==> config.mk <==
export PLATFORM = sky130hd
export DESIGN_NAME = line_draw_sequencer
export DESIGN_NICKNAME = d
export VERILOG_FILES = /design/src/rtl/line_draw_sequencer.sv
export SDC_FILE = /design/constraint.sdc
export NUM_CORES = 1
export LEC_CHECK = 0
export CAP_MARGIN = 20
export CORE_MARGIN = 2
export CORE_UTILIZATION = 44
export CTS_BUF_LIST = sky130_fd_sc_hd__clkbuf_8
export CTS_CLUSTER_DIAMETER = 80
export DETAILED_ROUTE_END_ITERATION = 6
export GPL_TIMING_DRIVEN = 0
export PLACE_DENSITY = 0.84
export REMOVE_ABC_BUFFERS = 1
export SLEW_MARGIN = 30
export SYNTH_ARGS = -nofsm -noshare
export SYNTH_HDL_FRONTEND = slang
export SYNTH_SLANG_ARGS = --single-unit
==> constraint.sdc <==
create_clock -name clk -period 3.4 [get_ports clk]
set_input_delay 0.68 -clock clk [delete_from_list [all_inputs] [get_ports clk]]
set_output_delay 0.68 -clock clk [all_outputs]
set_load 0.01 [all_outputs]
==> src/rtl/line_draw_sequencer.sv <==
// line_draw_sequencer: arbitrates two line requesters onto a Bresenham drawer, forwards drawn pixels
// as framebuffer writes, performs full-screen clear sweeps and aborts stuck draws via a watchdog.
module line_draw_sequencer #(
   parameter int SCREEN_W   = 640,
   parameter int SCREEN_H   = 480,
   parameter int MAX_CYCLES = 4096
) (
   input  logic            clk,
   input  logic            reset,
   input  logic [1:0]      req_valid,
   output logic [1:0]      req_ready,
   input  logic [1:0][10:0] req_x0,
   input  logic [1:0][10:0] req_y0,
   input  logic [1:0][10:0] req_x1,
   input  logic [1:0][10:0] req_y1,
   input  logic [1:0]      req_color,
   input  logic            clear_req,
   output logic            ld_reset,
   output logic [10:0]     ld_x0,
   output logic [10:0]     ld_y0,
   output logic [10:0]     ld_x1,
   output logic [10:0]     ld_y1,
   input  logic [10:0]     ld_x,
   input  logic [10:0]     ld_y,
   input  logic            ld_done,
   output logic [10:0]     pix_x,
   output logic [10:0]     pix_y,
   output logic            pix_color,
   output logic            pix_we,
   output logic            busy,
   output logic            line_done,
   output logic            clear_done,
   output logic            err_timeout
);
   localparam int WW = $clog2(MAX_CYCLES + 1);
   localparam logic [10:0] XLIM  = 11'(SCREEN_W);
   localparam logic [10:0] YLIM  = 11'(SCREEN_H);
   localparam logic [10:0] XLAST = 11'(SCREEN_W - 1);
   localparam logic [10:0] YLAST = 11'(SCREEN_H - 1);
   localparam logic [WW-1:0] WD_LAST = WW'(MAX_CYCLES - 1);

   typedef enum logic [1:0] {IDLE, LOAD, DRAW, CLEAR} state_t;

   state_t        state, state_nx;
   logic          pending, pref, color, grant, accept, clipped, timeout, clear_last;
   logic [WW-1:0] wd;
   logic [10:0]   cx, cy;

   // pref names the requester that wins when both are valid; it flips to the loser after each grant
   always_comb begin
      grant      = (&req_valid) ? pref : req_valid[1];
      accept     = (state == IDLE) && !pending && (|req_valid);
      req_ready  = accept ? (grant ? 2'b10 : 2'b01) : 2'b00;
      clipped    = (ld_x >= XLIM) || (ld_y >= YLIM);
      timeout    = (state == DRAW) && !ld_done && (wd == WD_LAST);
      clear_last = (cx == XLAST) && (cy == YLAST);
      pix_x      = (state == DRAW) ? ld_x : (state == CLEAR) ? cx : 11'd0;
      pix_y      = (state == DRAW) ? ld_y : (state == CLEAR) ? cy : 11'd0;
      pix_color  = (state == DRAW) && color;
      pix_we     = ((state == DRAW) && !clipped && !timeout) || (state == CLEAR);
      busy       = state != IDLE;
      state_nx   = state;
      case (state)
         IDLE:    state_nx = pending ? CLEAR : accept ? LOAD : IDLE;
         LOAD:    state_nx = DRAW;
         DRAW:    state_nx = (ld_done || timeout) ? IDLE : DRAW;
         default: state_nx = clear_last ? IDLE : CLEAR;
      endcase
   end

   always_ff @(posedge clk or posedge reset) begin
      if (reset) begin
         state       <= IDLE;
         pending     <= 1'b0;
         pref        <= 1'b0;
         color       <= 1'b0;
         ld_reset    <= 1'b0;
         ld_x0       <= '0;
         ld_y0       <= '0;
         ld_x1       <= '0;
         ld_y1       <= '0;
         wd          <= '0;
         cx          <= '0;
         cy          <= '0;
         line_done   <= 1'b0;
         clear_done  <= 1'b0;
         err_timeout <= 1'b0;
      end else begin
         state       <= state_nx;
         // IDLE with a pending clear always moves to CLEAR, so leaving IDLE consumes the request
         pending     <= clear_req || (pending && state != IDLE);
         ld_reset    <= accept;
         if (accept) begin
            ld_x0 <= req_x0[grant];
            ld_y0 <= req_y0[grant];
            ld_x1 <= req_x1[grant];
            ld_y1 <= req_y1[grant];
            color <= req_color[grant];
            pref  <= !grant;
         end
         wd          <= (state == DRAW) ? wd + 1'b1 : '0;
         if (state != CLEAR) begin
            cx <= '0;
            cy <= '0;
         end else if (cx == XLAST) begin
            cx <= '0;
            cy <= cy + 11'd1;
         end else begin
            cx <= cx + 11'd1;
         end
         line_done   <= (state == DRAW) && ld_done;
         clear_done  <= (state == CLEAR) && clear_last;
         err_timeout <= timeout;
      end
   end
endmodule

Word-level counts from Yosys, hierarchy flattened
Index checks and enable logic that the tools add are counted.
{"block": "totals", "latch_bits": 0, "rom_bits": 0, "mem_bits_rw": 0, "ff_bits": 88, "mem_count": 0, "in_bits": 118, "elab_cells": 80}
{"block": "op_classes", "mux": 27, "add_sub_neg": 3, "reduce_logical": 25, "eq_ne": 7, "div": 0, "shifts": 0, "n_lt_le_gt_ge": 3, "mul": 0, "n_bitwise": 0}
{"cell": "$mux 11", "count": 16}
{"cell": "$add 11x1->11 const B", "count": 2}
{"cell": "$add 13x1->13 const B", "count": 1}
{"cell": "$eq 13x12->1 const B", "count": 1}
{"cell": "$mux 13", "count": 1}
{"cell": "$eq 11x10->1 const B", "count": 1}
{"cell": "$eq 11x9->1 const B", "count": 1}
{"cell": "$ge 11x10->1 const B", "count": 1}
{"cell": "$ge 11x9->1 const B", "count": 1}
{"cell": "$logic_and 1x1->1", "count": 11}
{"cell": "$mux 2", "count": 5}
{"cell": "$pmux 2 s3", "count": 1}
{"cell": "$logic_not 1->1", "count": 5}
{"cell": "$eq 2x2->1 const B", "count": 2}
{"cell": "$logic_or 1x1->1", "count": 4}
{"cell": "$mux 1", "count": 4}
{"cell": "$reduce_bool 2->1", "count": 2}
{"cell": "$eq 2x1->1 const B", "count": 1}
{"cell": "$logic_not 2->1", "count": 1}
{"cell": "$lt 1x2->1 const B", "count": 1}
{"cell": "$ne 2x2->1 const B", "count": 1}
{"cell": "$reduce_and 2->1", "count": 1}
{"cell": "$reduce_or 2->1", "count": 1}

Depth between registers and ports, before layout
{"block": "depth", "word_depth": 6, "depth_mapped": 8, "depth_no_buf": 5}

Worst setup path after synthesis
OpenSTA, ideal clock, no wires.
{"block": "synth_timing", "kind": "register to output", "from": "register state[0]", "to": "output port req_ready[0]", "t_arrival_ps": 2068, "path_stages_with_launch": 8, "required_ps": 2720, "path_buffers": 4, "path_slack_ps": 652, "path_cell_list": "dfrtp_1 -> clkbuf_1 -> or2_2 -> clkbuf_1 -> nor3_1 -> clkbuf_1 -> clkbuf_1 -> and2_1"}
{"block": "synth_between", "elab_chain_cells": 4}
{"item": "start: declaration", "line_no": "44", "rtl": "state_t state, state_nx;"}
{"item": "start signal: assignment", "line_no": "89", "rtl": "state <= state_nx;"}
{"item": "$logic_not 2->1", "line_no": "52", "rtl": "accept = (state == IDLE) && !pending && (|req_valid);"}
{"item": "$logic_and 1x1->1 (2 in series)", "line_no": "52"}
{"item": "$mux 2", "line_no": "53", "rtl": "req_ready = accept ? (grant ? 2'b10 : 2'b01) : 2'b00;"}
{"item": "end: declaration", "line_no": "11", "rtl": "output logic [1:0] req_ready,"}
No other way between the ends.

Worst setup path after layout
Same ends and word-level chain as after synthesis.

==> results.yml <==
outcome:
  outcome: "completed"
grt:
  antenna_found_initial: 0
  grt_pass1_wl_um: 20600
  first_global_vias: 4143
  grt_max_degree: 50
  grt_overflow: 0
  grt_usage: 0.2359
sta:
  min_period_ps: 3281
  rsz0062_at_grt: "false"
  hold-worst-slack_ps: 502.0
  slew_viol_final: 0
  finalHoldViolations: 0
  skew_ps: 11.09
  setup_ws_ps: 118.6
  setup_viol: 0
  post-route-period-util: 0.9651
  tightest_slew_ps: 671.6
  slew-limit-headroom: 0.5506
  max_freq_mhz: 304.7
clock_tree:
  clkSlewWorstSetupHoldPaths_ps: 90
  cts-hold-fix-buffers: 0
  htreeDepth: 3
  cts_inserted_buffers: 9
  cts_tree: "yes"
  clk_latency_ps: 350
  clockBufferDepth: 2
  clock_sinks: 88
  clockRootBuffer: "clkbuf_8"
drt:
  vias_per_cell: 5.236
  first_pass_iters: 4
  vias: 4121
  wl_um: 12710
  ant_nets: 0
  wl_per_cell_um: 16.15
  drc_errors: 0
  drt-initial-drc-count: 181
worst_setup_path:
  start_kind: "flip-flop"
  crit_arrival_ps: 2600
  crit_buf_inv: 2
  cp_max_fo: 28
  timing.rr.end: "ld_y1[1]"
  critPathKind: "reg2out"
  critPathMaxStageDelay_ps: 680
  cp_cell_sequence: "or2_2 -> nor3_2 -> buf_4 -> and2_1 -> clkdlybuf4s50_1"
  crit_path_end_kind: "primary output"
  cp_top_family: "simple AND/OR/NAND/NOR gates"
  cp_slowest_cell: "dfrtp_4"
  reg2reg_depth: 10
  timing.rr.start: "state[0]"
  critical_path_required_ps: 2720
  reg2reg_slack_ps: 580
layout:
  n_antenna_cell: 0
  syn_to_final_growth_pct: 52.85
  utilization: 0.6942
  fin_area_um2: 6785
  fillers: 770
  mostFrequentLayoutCell: "clkdlybuf4s50_1"
  drive_above_1_share: 0.06422
  final_cell_mix: "192 x clkdlybuf4s50_1, 95 x nor2_1, 87 x dfrtp_1"
  fin_nets: 771
flow_run:
  max_cap_violations: 0
yosys:
  syn_avg_cell_area_um2: 9.651
  yosysTopAreaCell: "dfrtp_1"
  synth_cells: 460
  synthTopCellsByArea: "dfrtp_1 50%, mux2i_1 15%, nor2_1 8.2%"
  ys_warn_count: 0
  synth_area_um2: 4439
  async_reset_ff_frac: 1.000
  yosysSeqAreaShare: 0.4961
  yosysTopAreaCellShare: 0.4961
  synth_flop_cell: "dfrtp_1"
  synth-edff-count: 0
  ys_types: 37
  ys_ff_latch: 88
power:
  pwr-share-seq: 0.510
  p_leak_nw: 3.070
  total_power_w: 0.002206
  p_int_w: 0.001647
  power_density_nw_per_um2: 325.1
  switching_share: 0.2533
  pwr-share-comb: 0.196
  p_clk_frac: 0.294
  p_sw_w: 0.0005589
  vdd_drop_max_mv: 0.2569
place:
  dpl_worst_slack_ps: 125.2
  gp_congestion: 0.8269
  port-buffer-count: 192
  hpwl_um: 9854
  place_area_um2: 6583
floorplan:
  die_y_um: 104.4
  die_x_um: 104.4
  die_area_um2: 10910
  pin_count: 193
  fp-row-count: 36
  core-area_um2: 9774
  start_util: 0.4542
hold_path:
  hold_path.class: "reg2reg"
  hold_path_depth: 1
  hp-start: "cx[0]"
  hold_end: "cx[0]"
-- per-layer routing --
layer,part of all wire,GRT usage
met1,0.40,0.2831
met2,0.53,0.4174
met3,0.038,0.05201
met4,0.025,0.07915
met5,0,0
-- sequential cells by signal, indices dropped and copies added, names as in the netlist, 2 cells and up --
signal and flops:
ld_x1 11, cy 11, ld_y1 11, cx 11, state 2, wd 13, ld_y0 11, ld_x0 11
-- power by group through the flow --
stage               clock [W]  combinational [W]  sequential (W)
floorplan                   0           0.000134         0.00117
global placement            0           0.000433         0.00114
detailed placement          0           0.000435         0.00115
CTS                  0.000668           0.000438         0.00113
global route         0.000713           0.000464         0.00113
finish               0.000649           0.000431         0.00113
-- through the flow --
stage               instances  TNS, ps
floorplan                 433  -146440
global placement          758  -305190
detailed placement        769        0
CTS                       784        0
global route              787        0
finish                    787        0
-- cells in the mapped netlist (2+ instances only) --
library cell  count
nand4_1          13
or3_1             6
nor4_1            3
buf_1             3
xor2_1           12
dfrtp_1          88
nor2_1           97
or2_2             3
or4_1             6
o31ai_1           2
clkbuf_1         21
inv_1             7
a21oi_1          57
nand3_1          11
and2_1            7
and4_1            2
ha_1              3
nand2b_1          2
nand2_1          13
xnor2_1           7
o21ai_0          11
mux2i_1          68
nor3_1            4
-- layout make-up --
class / instances / area (um^2) / share of cell area
Clock buffer: 10 / 137.6 / 0.02028
Clock inverter: 5 / 33.78 / 0.004979
Inverter: 7 / 35.03 / 0.005163
Multi-Input combinational cell: 338 / 2118 / 0.3122
Sequential cell: 88 / 2206 / 0.3251
Tap cell: 133 / 166.4 / 0.02453
Timing Repair Buffer: 205 / 2083 / 0.3070
Timing Repair inverter: 1 / 5.005 / 0.0007376
-- what timing repair did --
| item | in CTS | in global routing |
|---|---|---|
| endpoints found under the setup margin | 1 | 2 |
| gates resized for setup | 1 | 3 |
| endpoints found under the hold margin | 0 | 0 |
| cloned | 0 | 1 |
| buffers inserted | 0 | 2 |
-- worst reg2reg max path: stages (launching register included) --
cell     delay (ps)
dfrtp_4         680
or2_2           430
nor3_2          250
buf_4           240
buf_4           220
buf_6           170
buf_4           200
buf_4           190
buf_4           200
nor2_1           60
a21oi_1         110
-- worst max path at each step --
stage                        end  slack [ps]  cells after the start    startpoint
finish              req_ready[0]         120                      5      state[0]
global route        req_ready[0]          20                      5      state[0]
CTS                 req_ready[0]          40                      5      state[0]
detailed placement  req_ready[0]         130                      5  req_valid[0]
global placement    req_ready[0]       -5900                      4      state[0]
floorplan           req_ready[0]       -3740                      3      state[0]
-- kinds of logic (layout without fill, tap and decap cells) --
group | count (synthesis) | after routing | synth area share
xor gates and xnor gates | 19 | 19 | 0.03749
buffers and inverters | 34 | 228 | 0.03157
adders and majority gates | 3 | 3 | 0.008456
DFF | 88 | 88 | 0.4961
AOI/OAI and AO/OA | 74 | 74 | 0.08737
and+or+nand+nor | 174 | 174 | 0.1857
muxes | 68 | 68 | 0.1533
Note: power is estimated with default switching activity, not from simulation.
